File: config.mk
export PLATFORM = sky130hd
export DESIGN_NAME = conv1_layer1_dense_addtree
export DESIGN_NICKNAME = d
export VERILOG_FILES = /design/src/rtl/conv1_layer1_dense_addtree.sv
export SDC_FILE = /design/constraint.sdc
export NUM_CORES = 2
export LEC_CHECK = 0
export BUFFER_PORTS_ARGS = -buffer_cell sky130_fd_sc_hd__buf_4
export CORE_MARGIN = 5
export CORE_UTILIZATION = 53
export DETAILED_ROUTE_END_ITERATION = 6
export HOLD_SLACK_MARGIN = 0.1
export PLACE_DENSITY = 0.81
export RECOVER_POWER = 25
export SLEW_MARGIN = 0
export SYNTH_ARGS = -nofsm -noshare
export SYNTH_HDL_FRONTEND = slang
export SYNTH_SLANG_ARGS = --single-unit
File: constraint.sdc
create_clock -name clk -period 4.7 [get_ports clk]
set_input_delay 0.235 -clock clk [delete_from_list [all_inputs] [get_ports clk]]
set_output_delay 0.235 -clock clk [all_outputs]
set_load 0.02 [all_outputs]
File: src/rtl/conv1_layer1_dense_addtree.sv
// conv1 layer1 dense adder tree: 25-lane product reduction, row accumulate,
// rescale and 16-bit saturate. CONV1_LAYER1_ADDTREE_RELU_EN enables ReLU.
module conv1_layer1_dense_addtree #(
  parameter int NUM_VEC   = 4,
  parameter int NUM_ROW   = 8,
  parameter int ACC_W     = 41,
  parameter int FRAC_BITS = 8
) (
  input  logic              clk,
  input  logic              rst,
  input  logic              start,
  input  logic [799:0]      mult_res,
  input  logic              mult_res_v,
  output logic [15:0]       out_data,
  output logic [ACC_W-1:0]  out_acc,
  output logic              out_v,
  output logic              done,
  output logic              busy
);

  typedef enum logic {
    IDLE  = 1'b0,
    ACCUM = 1'b1
  } state_t;

  state_t state_q;

  logic [31:0] lane [25];
  logic [32:0] l1_q [13];
  logic [33:0] l2_q [7];
  logic [34:0] l3_q [4];
  logic [35:0] l4_q [2];
  logic [36:0] l5_q;
  logic [4:0]  v_q;
  logic        in_v;

  logic [ACC_W-1:0] acc_q;
  logic [4:0]       vec_cnt_q;
  logic [7:0]       row_cnt_q;
  logic [15:0]      out_data_q;
  logic [ACC_W-1:0] out_acc_q;
  logic             out_v_q;
  logic             done_q;
  logic             busy_q;

  logic [ACC_W-1:0]        tree_ext;
  logic [ACC_W-1:0]        sum_d;
  logic signed [ACC_W-1:0] fin_s;
  logic signed [ACC_W-1:0] sh;
  logic [ACC_W-16:0]       hi;
  logic [15:0]             sat_d;
  logic                    last_vec;
  logic                    last_row;

  for (genvar k = 0; k < 25; k++) begin : g_lane
    assign lane[k] = mult_res[32*k +: 32];
  end

  // Vectors only enter the tree during a run; start drops the same-cycle vector.
  assign in_v = mult_res_v && (state_q == ACCUM) && !start;

  // Adder tree data path: sign-extend by one bit per level, odd element passes.
  always_ff @(posedge clk) begin
    for (int i = 0; i < 12; i++) begin
      l1_q[i] <= {lane[2*i][31], lane[2*i]}
               + {lane[2*i+1][31], lane[2*i+1]};
    end
    l1_q[12] <= {lane[24][31], lane[24]};
    for (int i = 0; i < 6; i++) begin
      l2_q[i] <= {l1_q[2*i][32], l1_q[2*i]}
               + {l1_q[2*i+1][32], l1_q[2*i+1]};
    end
    l2_q[6] <= {l1_q[12][32], l1_q[12]};
    for (int i = 0; i < 3; i++) begin
      l3_q[i] <= {l2_q[2*i][33], l2_q[2*i]}
               + {l2_q[2*i+1][33], l2_q[2*i+1]};
    end
    l3_q[3] <= {l2_q[6][33], l2_q[6]};
    for (int i = 0; i < 2; i++) begin
      l4_q[i] <= {l3_q[2*i][34], l3_q[2*i]}
               + {l3_q[2*i+1][34], l3_q[2*i+1]};
    end
    l5_q <= {l4_q[0][35], l4_q[0]} + {l4_q[1][35], l4_q[1]};
  end

  // Valid bits ride alongside the tree; start flushes everything in flight.
  always_ff @(posedge clk or negedge rst) begin
    if (!rst) begin
      v_q <= '0;
    end else if (start) begin
      v_q <= '0;
    end else begin
      v_q <= {v_q[3:0], in_v};
    end
  end

  assign tree_ext = {{(ACC_W-37){l5_q[36]}}, l5_q};
  assign sum_d    = acc_q + tree_ext;
  assign last_vec = (vec_cnt_q == 5'(NUM_VEC-1));
  assign last_row = (row_cnt_q == 8'(NUM_ROW-1));

  // Final sum conditioning: optional ReLU, shift, clamp to int16.
  always_comb begin
`ifdef CONV1_LAYER1_ADDTREE_RELU_EN
    fin_s = sum_d[ACC_W-1] ? '0 : $signed(sum_d);
`else
    fin_s = $signed(sum_d);
`endif
    sh = fin_s >>> FRAC_BITS;
    hi = sh[ACC_W-1:15];
    if ((&hi) || !(|hi)) begin
      sat_d = sh[15:0];
    end else if (sh[ACC_W-1]) begin
      sat_d = 16'h8000;
    end else begin
      sat_d = 16'h7fff;
    end
  end

  // Run control, accumulation and registered outputs.
  always_ff @(posedge clk or negedge rst) begin
    if (!rst) begin
      state_q    <= IDLE;
      acc_q      <= '0;
      vec_cnt_q  <= '0;
      row_cnt_q  <= '0;
      out_data_q <= '0;
      out_acc_q  <= '0;
      out_v_q    <= 1'b0;
      done_q     <= 1'b0;
      busy_q     <= 1'b0;
    end else if (start) begin
      state_q   <= ACCUM;
      acc_q     <= '0;
      vec_cnt_q <= '0;
      row_cnt_q <= '0;
      out_v_q   <= 1'b0;
      done_q    <= 1'b0;
      busy_q    <= 1'b1;
    end else begin
      out_v_q <= 1'b0;
      done_q  <= 1'b0;
      unique case (state_q)
        IDLE: begin
          busy_q <= 1'b0;
        end
        ACCUM: begin
          busy_q <= 1'b1;
          if (v_q[4]) begin
            if (last_vec) begin
              out_acc_q  <= fin_s;
              out_data_q <= sat_d;
              out_v_q    <= 1'b1;
              acc_q      <= '0;
              vec_cnt_q  <= '0;
              if (last_row) begin
                done_q    <= 1'b1;
                state_q   <= IDLE;
                row_cnt_q <= '0;
              end else begin
                row_cnt_q <= row_cnt_q + 8'd1;
              end
            end else begin
              acc_q     <= sum_d;
              vec_cnt_q <= vec_cnt_q + 5'd1;
            end
          end
        end
        default: state_q <= IDLE;
      endcase
    end
  end

  assign out_data = out_data_q;
  assign out_acc  = out_acc_q;
  assign out_v    = out_v_q;
  assign done     = done_q;
  assign busy     = busy_q;

endmodule

==> flow_metrics.env <==
export IMPL_status="complete, but fails checks"
export IMPL_violations="max-capacitance violations, max-slew violations, negative setup slack"
export IMPL_grt_pass1_wl_um=325000
export IMPL_coreArea_sq_um=113000
export IMPL_cts_made_buffers=109
export IMPL_maxCapViolCount=2
export IMPL_hp_start="mult_res[264]"
export IMPL_synth_edf_count=0
export IMPL_power_internal_mw=28.6
export IMPL_cts_tree="done"
export IMPL_skew_ns=0.0471
export IMPL_postLayoutSetupSlackWorst_ns=-0.00296
export IMPL_post_route_util_pct=73.8
export IMPL_leakagePower_nw=39.1
export IMPL_die_x_um=347
export IMPL_slew_headroom_pct=-139
export IMPL_die_h_um=347
export IMPL_grt_use_total_pct=33.0
export IMPL_drt_pass1_iterations=6
export IMPL_fin_crit_sh_pct=100
export IMPL_power_mw=47.3
export IMPL_path_class="input port to register"
export IMPL_cts_root_buf="clkbuf_16"
export IMPL_synth_avg_cell_area_sq_um=9.23
export IMPL_async_flop_share_pct=11.7
export IMPL_ys_flop_type="dfxtp_1"
export IMPL_whs_endpoint="l1_q[0][141]"
export IMPL_start_util_pct=53.5
export IMPL_hold_class="input port to register"
export IMPL_grt_pass1_vias=60775
export IMPL_ys_seq_elements=1030
export IMPL_globalplace_congestion=0.985
export IMPL_final_hold_viol_count=0
export IMPL_pre_cts_slack_ns=0.281
export IMPL_p_sw_share_pct=39.6
export IMPL_worstReg2RegStart="acc_q[0]"
export IMPL_synthesis_area_sq_um=60300
export IMPL_num_rows=123
export IMPL_port_buffers=863
export IMPL_crit_required_ns=5.35
export IMPL_gr_total_overflow=0
export IMPL_routed_wl_um=210000
export IMPL_setup_viol=2
export IMPL_drive_gt1_share_pct=13.0
export IMPL_antenna_left=0
export IMPL_setup_tns_ns=-0.00327
export IMPL_fin_crit_ns=4.70
export IMPL_yosysWarningCount=0
export IMPL_synth_fp_nets=8194
export IMPL_route_detailed_wl_per_inst_um=20.7
export IMPL_syn_to_final_growth_pct=38.0
export IMPL_drtIter0Drc=4825
export IMPL_clock_latency_ns=0.72
export IMPL_rsz0062_at_grt="true"
export IMPL_whs_path_depth=4
export IMPL_sequentialPowerShare_pct=28.0
export IMPL_power_frac_comb_pct=52.6
export IMPL_hpwl_um=146000
export IMPL_grt_start_max_net_pins=68
export IMPL_worst_pin_slew_ns=3.59
export IMPL_avgViaCountPerCell=5.81
export IMPL_reg2reg_slack_ns=0.38
export IMPL_drc_errors=0
export IMPL_pwr_density_cell_nw_per_um2=569
export IMPL_r2r_cells=15
export IMPL_worstReg2RegEnd="out_data[9]"
export IMPL_syn_inst=6533
export IMPL_fmax_mhz=213
export IMPL_p_switching_mw=18.7
export IMPL_antenna_found_initial=23
export IMPL_startpoint_type="input port"
export IMPL_place_area_sq_um=68600
export IMPL_cp_max_fo=4
export IMPL_clock_sinks=1030
export IMPL_slew_viol_final=122
export IMPL_layout_common_cells="1063 x dlygate4sd3_1, 910 x dfxtp_1, 832 x ha_1"
export IMPL_ir_drop_mv=0.364
export IMPL_clk_pin_slew_worst_paths_ns=0.07
export IMPL_die_area_sq_um=121000
export IMPL_vias=59045
export IMPL_nets=10212
export IMPL_fillers=7408
export IMPL_yosys_cell_types_count=93
export IMPL_cts_max_level=3
export IMPL_ys_seq_area_share_pct=35.2
export IMPL_cts_buffer_depth=3
export IMPL_fin_area_sq_um=83200
export IMPL_end_kind="register"
export IMPL_crit_arrival_ns=5.36
export IMPL_clkPwrFrac_pct=19.4
export IMPL_final_common_cell="dlygate4sd3_1"
export IMPL_io_pins=864
## synth_stat cells, types with 26 or more instances
master	instances	area (sq um)
a211oi_1	71	533
a21o_1	362	2720
a21oi_1	604	3020
a22o_1	40	350
a31oi_1	61	382
and2_1	40	250
and3_1	60	375
clkbuf_1	35	131
dfrtp_1	120	3000
dfxtp_1	910	18200
ha_1	832	10400
inv_1	269	1010
nand2_1	446	1670
nand2b_1	97	607
nand3_1	121	606
nand4_1	55	344
nor2_1	460	1730
nor2b_1	120	751
nor3_1	115	576
o211ai_1	32	240
o21a_1	111	833
o21ai_0	276	1380
o21ai_1	60	300
o21bai_1	70	526
o31ai_1	32	240
or2_2	26	163
or3_1	46	288
xnor2_1	497	4350
xor2_1	193	1690
## state kept, by name, summed over array words and instances, names as in the netlist
| signal | cells |
|---|---|
| l1_q | 428 |
| busy | 1 |
| l3_q | 137 |
| l5_q | 37 |
| out_acc | 41 |
| out_data | 16 |
| acc_q | 41 |
| v_q | 5 |
| state_q | 1 |
| l2_q | 236 |
| out_v | 1 |
| row_cnt_q | 8 |
| l4_q | 72 |
| done | 1 |
| vec_cnt_q | 5 |
## worst max-delay path, stage by stage
cell and delay (ns):
dlygate4sd3_1 0.54, buf_4 0.14, ha_1 0.30, dlygate4sd3_1 0.61, a21oi_1 0.24, o21ai_1 0.10
a21oi_1 0.25, o21ai_1 0.26, a211oi_4 0.42, o31ai_1 0.24, o41ai_2 0.43, o21ai_1 0.22
or3_1 0.36, a31oi_1 0.22, xnor2_1 0.16, dlygate4sd3_1 0.60
## worst max path at each step
stage	slack, ns	startpoint	endpoint	cells after the start
global route	-0.14	mult_res[484]	l1_q[0][261]	15
global placement	0.52	acc_q[20]	out_data[11]	13
floorplan	1.20	acc_q[0]	out_data[5]	16
finish	-0.003	mult_res[546]	l1_q[1][31]	16
detailed placement	0.28	acc_q[0]	out_data[8]	15
CTS	0.01	mult_res[546]	l1_q[1][31]	16
## area by class of cell
class	instances	area, sq um	area share (%)
antenna	22	55.1	0.0662
clock buffer	144	3120	3.74
clock inverter	59	738	0.887
inverter	270	1010	1.22
multi-input combinational	5194	38000	45.7
sequential	1030	21200	25.5
tap	1500	1880	2.26
timing repair buffer	1946	17200	20.6
## cell families (layout without fill, tap and decap cells)
| family | after synthesis | after routing | synth area share [%] |
|---|---|---|---|
| AOI/OAI and AO/OA | 1978 | 1978 | 21.4 |
| buffers and inverters | 309 | 2419 | 1.95 |
| xor gates and xnor gates | 690 | 690 | 10.0 |
| muxes | 5 | 5 | 0.0871 |
| other | 0 | 22 | 0 |
| adders and majority gates | 857 | 857 | 18.1 |
| DFF | 1030 | 1030 | 35.2 |
| and+or+nand+nor | 1664 | 1664 | 13.3 |
## per-stage QoR
| stage | instances | hold slack, ns |
|---|---|---|
| 2_1_floorplan | 6533 | -0.0606 |
| 3_3_place_gp | 8873 | 0.310 |
| 3_5_place_dp | 8873 | 0.312 |
| 4_1_cts | 10139 | 0.100 |
| 5_1_grt | 10154 | 0.124 |
| 6_report | 10165 | 0.131 |
## per-layer routing
metal  up-vias  part of all wire (%)  track usage (%)
met3       853                   7.1             5.39
met4         2                   6.7             19.5
met1     27544                    39             38.9
met5         -                0.0033                0
li1      27751                     -                -
met2      2895                    47             56.6
## power by group through the flow
stage          logic [mW]  clock network [mW]  registers, mW
3_5_place_dp         22.6                   0           13.4
4_1_cts              24.2                9.24           13.2
2_1_floorplan        17.3                   0           12.6
6_report             24.9                9.17           13.3
5_1_grt              27.4                9.66           13.5
3_3_place_gp         22.1                   0           13.4
## what timing repair did
action                                  4_1_cts  5_1_grt
gates resized for setup                       0       20
hold endpoints to repair                    564        0
setup buffers                                 0        4
endpoints found under the setup margin        0       29
hold buffers                               1063        0
Note: power is estimated with default switching activity, not from simulation.
